==> src/rtl/axi_read_arbiter_nxm.sv <==
// AXI read-path arbiter for NUM_M masters / NUM_S slaves with a built-in DECERR responder.
// Define AXI_READ_ARB_RR_EN for round-robin arbitration; otherwise fixed priority (highest index wins).
module axi_read_arbiter_nxm #(
    parameter int NUM_M      = 2,
    parameter int NUM_S      = 2,
    parameter int ADDR_W     = 32,
    parameter int REGION_LSB = 16,
    parameter int MW         = (NUM_M > 2) ? $clog2(NUM_M) : 1,
    parameter int SW         = (NUM_S > 2) ? $clog2(NUM_S) : 1
) (
    input  logic                    ACLK,
    input  logic                    ARESET,
    input  logic [NUM_M*ADDR_W-1:0] ARADDR_M,
    input  logic [NUM_M*8-1:0]      ARLEN_M,
    input  logic [NUM_M-1:0]        ARVALID_M,
    input  logic [NUM_M-1:0]        RREADY_M,
    input  logic [NUM_S-1:0]        ARREADY_S,
    input  logic [NUM_S-1:0]        RVALID_S,
    input  logic [NUM_S-1:0]        RLAST_S,
    output logic                    ar_busy,
    output logic                    r_busy,
    output logic [MW-1:0]           m_idx,
    output logic [SW-1:0]           s_idx,
    output logic                    err_arready,
    output logic                    err_rvalid,
    output logic                    err_rlast
);

    localparam int RW = ADDR_W - REGION_LSB;
    localparam logic [RW-1:0] NUM_S_R = RW'(NUM_S);

    localparam logic [2:0] ST_IDLE     = 3'd0;
    localparam logic [2:0] ST_ADDR     = 3'd1;
    localparam logic [2:0] ST_DATA     = 3'd2;
    localparam logic [2:0] ST_ERR_ADDR = 3'd3;
    localparam logic [2:0] ST_ERR_DATA = 3'd4;

    logic [2:0]    state;
    logic [7:0]    len_q;
    logic [7:0]    beat_cnt;
    logic          grant_found;
    logic [MW-1:0] grant_idx;
    logic [RW-1:0] grant_region;
    logic [7:0]    grant_len;
    logic          addr_hs;
    logic          last_hs;
    logic          unused_addr_lsbs;

`ifdef AXI_READ_ARB_RR_EN
    logic [MW-1:0] last_grant;

    // Search starts one past the previous winner so every requester is served in turn.
    always_comb begin
        // NOTE: every variable written here gets a default first so no latch is inferred.
        grant_found = 1'b0;
        grant_idx   = '0;
        for (int k = 1; k <= NUM_M; k++) begin
            if (!grant_found && ARVALID_M[(int'(last_grant) + k) % NUM_M]) begin
                grant_found = 1'b1;
                grant_idx   = MW'((int'(last_grant) + k) % NUM_M);
            end
        end
    end
`else
    always_comb begin
        // NOTE: every variable written here gets a default first so no latch is inferred.
        grant_found = |ARVALID_M;
        grant_idx   = '0;
        for (int i = 0; i < NUM_M; i++) begin
            if (ARVALID_M[i]) grant_idx = MW'(i);
        end
    end
`endif

    assign grant_region     = ARADDR_M[int'(grant_idx)*ADDR_W + REGION_LSB +: RW];
    assign grant_len        = ARLEN_M[int'(grant_idx)*8 +: 8];
    // Offset bits below the region field carry no routing information.
    assign unused_addr_lsbs = ^ARADDR_M;

    assign addr_hs = ARVALID_M[m_idx] && ARREADY_S[s_idx];
    assign last_hs = RREADY_M[m_idx] && RVALID_S[s_idx] && RLAST_S[s_idx];

    assign ar_busy     = (state == ST_ADDR);
    assign r_busy      = (state == ST_DATA);
    assign err_arready = (state == ST_ERR_ADDR);
    assign err_rvalid  = (state == ST_ERR_DATA);
    assign err_rlast   = (state == ST_ERR_DATA) && (beat_cnt == 8'd0);

    // NOTE: sequential state uses non-blocking assignments only; reset is synchronous here.
    always_ff @(posedge ACLK) begin
        if (ARESET) begin
            state    <= ST_IDLE;
            m_idx    <= '0;
            s_idx    <= '0;
            len_q    <= '0;
            beat_cnt <= '0;
`ifdef AXI_READ_ARB_RR_EN
            last_grant <= '0;
`endif
        end else begin
            case (state)
                ST_IDLE: begin
                    if (grant_found) begin
                        m_idx <= grant_idx;
                        len_q <= grant_len;
`ifdef AXI_READ_ARB_RR_EN
                        last_grant <= grant_idx;
`endif
                        if (grant_region < NUM_S_R) begin
                            s_idx <= grant_region[SW-1:0];
                            state <= ST_ADDR;
                        end else begin
                            s_idx <= '0;
                            state <= ST_ERR_ADDR;
                        end
                    end
                end
                ST_ADDR: begin
                    if (addr_hs) state <= ST_DATA;
                end
                ST_DATA: begin
                    if (last_hs) state <= ST_IDLE;
                end
                ST_ERR_ADDR: begin
                    beat_cnt <= len_q;
                    state    <= ST_ERR_DATA;
                end
                ST_ERR_DATA: begin
                    // Master backpressure freezes the beat counter.
                    if (RREADY_M[m_idx]) begin
                        if (beat_cnt == 8'd0) state <= ST_IDLE;
                        else                  beat_cnt <= beat_cnt - 8'd1;
                    end
                end
                default: state <= ST_IDLE;
            endcase
        end
    end

endmodule

==> config.mk <==
export PLATFORM = sky130hd
export DESIGN_NAME = axi_read_arbiter_nxm
export DESIGN_NICKNAME = d
export VERILOG_FILES = /design/src/rtl/axi_read_arbiter_nxm.sv
export SDC_FILE = /design/constraint.sdc
export NUM_CORES = 1
export LEC_CHECK = 0
export ABC_AREA = 1
export ABC_CLOCK_PERIOD_IN_PS = 1500
export CORE_ASPECT_RATIO = 1.1
export CORE_MARGIN = 5
export CORE_UTILIZATION = 25
export CTS_CLUSTER_DIAMETER = 60
export CTS_CLUSTER_SIZE = 16
export DETAILED_ROUTE_END_ITERATION = 16
export REMOVE_ABC_BUFFERS = 1
export SLEW_MARGIN = 20
export SYNTH_ARGS = -nofsm -noshare
export SYNTH_HDL_FRONTEND = slang
export SYNTH_SLANG_ARGS = --single-unit
export TNS_END_PERCENT = 5
==> constraint.sdc <==
create_clock -name ACLK -period 1.5 [get_ports ACLK]
set_clock_uncertainty 0.1 [all_clocks]
set_input_delay 0.3 -clock ACLK [delete_from_list [all_inputs] [get_ports ACLK]]
set_output_delay 0.3 -clock ACLK [all_outputs]
set_load 0.02 [all_outputs]
==> results.json <==
{
  "status": "finished, violations left",
  "failed_checks": "negative setup slack",
  "worst_slack_ps": -58.8,
  "cp-end-kind": "output pin",
  "path_buf_inv": 3,
  "grt.total_usage_pct": 11.9,
  "worstSkewPairLatency_ps": 270,
  "final_area_um2": 2490,
  "ys_warn_count": 0,
  "hold_path_class": "in2reg",
  "cts.path.max_buffers": 2,
  "cp_top_family": "flip-flops",
  "syn_avg_cell_area_um2": 6.21,
  "synth_cells": 229,
  "maxSlewViolCount": 0,
  "synth_area_um2": 1420,
  "numPlacedInstances": 392,
  "hold_slack_ps": 412,
  "nNetsFinal": 419,
  "power_density_nw_per_um2": 1470,
  "placed_cell_area_um2": 2370,
  "fp.dieH_um": 89.1,
  "finalCriticalPeriod_ps": 1560,
  "crit_slowest_cell": "dfxtp_2",
  "rows": 28,
  "ant_nets": 0,
  "cts_tree": "yes",
  "drt_iter0_drc": 32,
  "antenna_cells": 0,
  "setup-violations-final": 2,
  "finalCritPeriodShare_pct": 104,
  "ir_drop_mv": 0.586,
  "start_kind": "flop",
  "synthDistinctLibCells": 25,
  "wire_per_inst_um": 10.8,
  "post_drt_via_cell_ratio": 4.28,
  "critPathKind": "reg2out",
  "slew_headroom_pct": 84.4,
  "cts.sinks": 21,
  "cp.required_ps": 1100,
  "path_common_cell": "inv_2",
  "fill_cells": 605,
  "crit_chain": "inv_2 > ha_4 > nand2_4 > nor2_4 > nand2_2 > inv_2 > buf_6",
  "slowest_delay_ps": 330,
  "rsz0062_at_grt": "true",
  "drive_gt1_share_pct": 22.2,
  "crit_arrival_ps": 1160,
  "h-tree-depth": 1,
  "path_max_fanout": 2,
  "finalWirelength_um": 4330,
  "drtPass1Iterations": 4,
  "worstMarginPinSlew_ps": 233,
  "vias": 1706,
  "coreArea_um2": 5470,
  "grt_pass1_vias": 1640,
  "finalHoldViolations": 0,
  "synth-seq-area-share_pct": 29.6,
  "chipWidth_um": 81.9,
  "gr-total-overflow": 0,
  "drc": 0,
  "grt_pass1_wl_um": 6870,
  "dp_hpwl_um": 3510,
  "final_common_cell": "clkdlybuf4s50_1",
  "synth_seq_cells": 21,
  "globalplace.congestion": 0.832,
  "cts.clk_slew.worst_paths_ps": 80,
  "antenna_found_initial": 0,
  "p_leak_uw": 0.00115,
  "final_cells": 399,
  "ioPinCount": 99,
  "port_buffers": 66,
  "place_ws_ps": -327,
  "start_util_pct": 26.0,
  "cap_violations": 0,
  "cts_root_buf": "clkbuf_8",
  "area_delta_synth_final_pct": 75.4,
  "cts_buffers": 3,
  "final_cell_mix": "clkdlybuf4s50_1, nand2_1, nor2_1, buf_4, a21oi_1",
  "dieArea_um2": 7290,
  "fmax_mhz": 642,
  "grt_max_degree": 21
}
[worst min-delay path, delay by kind of cell]
kind / cells / cell delay [ps]
AOI/OAI and AO/OA: 1 / 50
buffers and inverters: 2 / 320
and+or+nand+nor: 1 / 60
[report_power, final]
part	internal [uW]	total (uW)	switching, uW
combinational	1140	2370	1230
sequential	786	911	125
clock	190	381	191
total	2120	3670	1550
[registers in the layout (all words and copies together) (netlist names)]
signal,cells
state,3
beat_cnt,8
m_idx,1
s_idx,1
len_q,8
[stage by stage]
stage	total power, uW	setup TNS (ps)	utilization [%]
floorplan	2160	-1120	-
global placement	3070	-4790	43.4
detailed placement	3110	-5130	43.4
CTS	3480	-617	44.0
global route	4030	-837	45.6
finish	3670	-63.3	45.6
[synthesized netlist by cell type (all sizes together)]
master / number / area (um^2)
a21oi: 18 / 90.1
buf: 5 / 41.3
clkbuf: 2 / 7.51
dfxtp: 21 / 420
ha: 2 / 25.0
inv: 25 / 93.8
mux2: 1 / 11.3
mux2i: 8 / 80.1
nand2: 63 / 254
nand3: 13 / 70.1
nand3b: 2 / 15.0
nand4: 1 / 6.26
nor2: 44 / 180
nor3: 2 / 10.0
o21ai: 21 / 109
o21bai: 1 / 7.51
[metal layers]
| metal | up-vias | routed length [um] | global-route usage (%) |
|---|---|---|---|
| met1 | 740 | 1750 | 12.9 |
| met3 | 5 | 326 | 2.12 |
| met2 | 39 | 2190 | 22.9 |
| met5 | - | 0 | 0 |
| li1 | 922 | - | - |
| met4 | 0 | 58 | 4.08 |
[cells by family (layout without fill, tap and decap cells)]
family                     after synthesis  in the layout  synth area share, %
DFF                                     21             21                 29.6
muxes                                    9              9                 6.43
and+or+nand+nor                        125            125                 37.7
AOI/OAI and AO/OA                       40             40                 14.5
buffers and inverters                   32            127                 10.0
adders and majority gates                2              2                 1.76
[cell type report]
class	count	area [um^2]	area share (%)
Timing Repair Buffer	98	926	37.1
Multi-Input combinational cell	176	907	36.4
Sequential cell	21	428	17.2
Inverter	25	93.8	3.76
Tap cell	75	93.8	3.76
Clock buffer	4	45.0	1.81
[what timing repair did]
item	CTS	global route
pin swaps	0	6
hold buffers	0	0
setup endpoints to repair	17	22
gates cloned	0	0
resized for setup	24	35
setup buffers	0	3
[path summary, 6_finish.rpt]
path,start,endpoint,slack (ps),cells after the start
max,beat_cnt[0],err_rlast,-60,7
min,ARVALID_M[1],m_idx,410,4
max reg2reg,state[0],state[1],10,11
min reg2reg,state[2],state[2],420,2
Note: power is estimated with default switching activity, not from simulation.
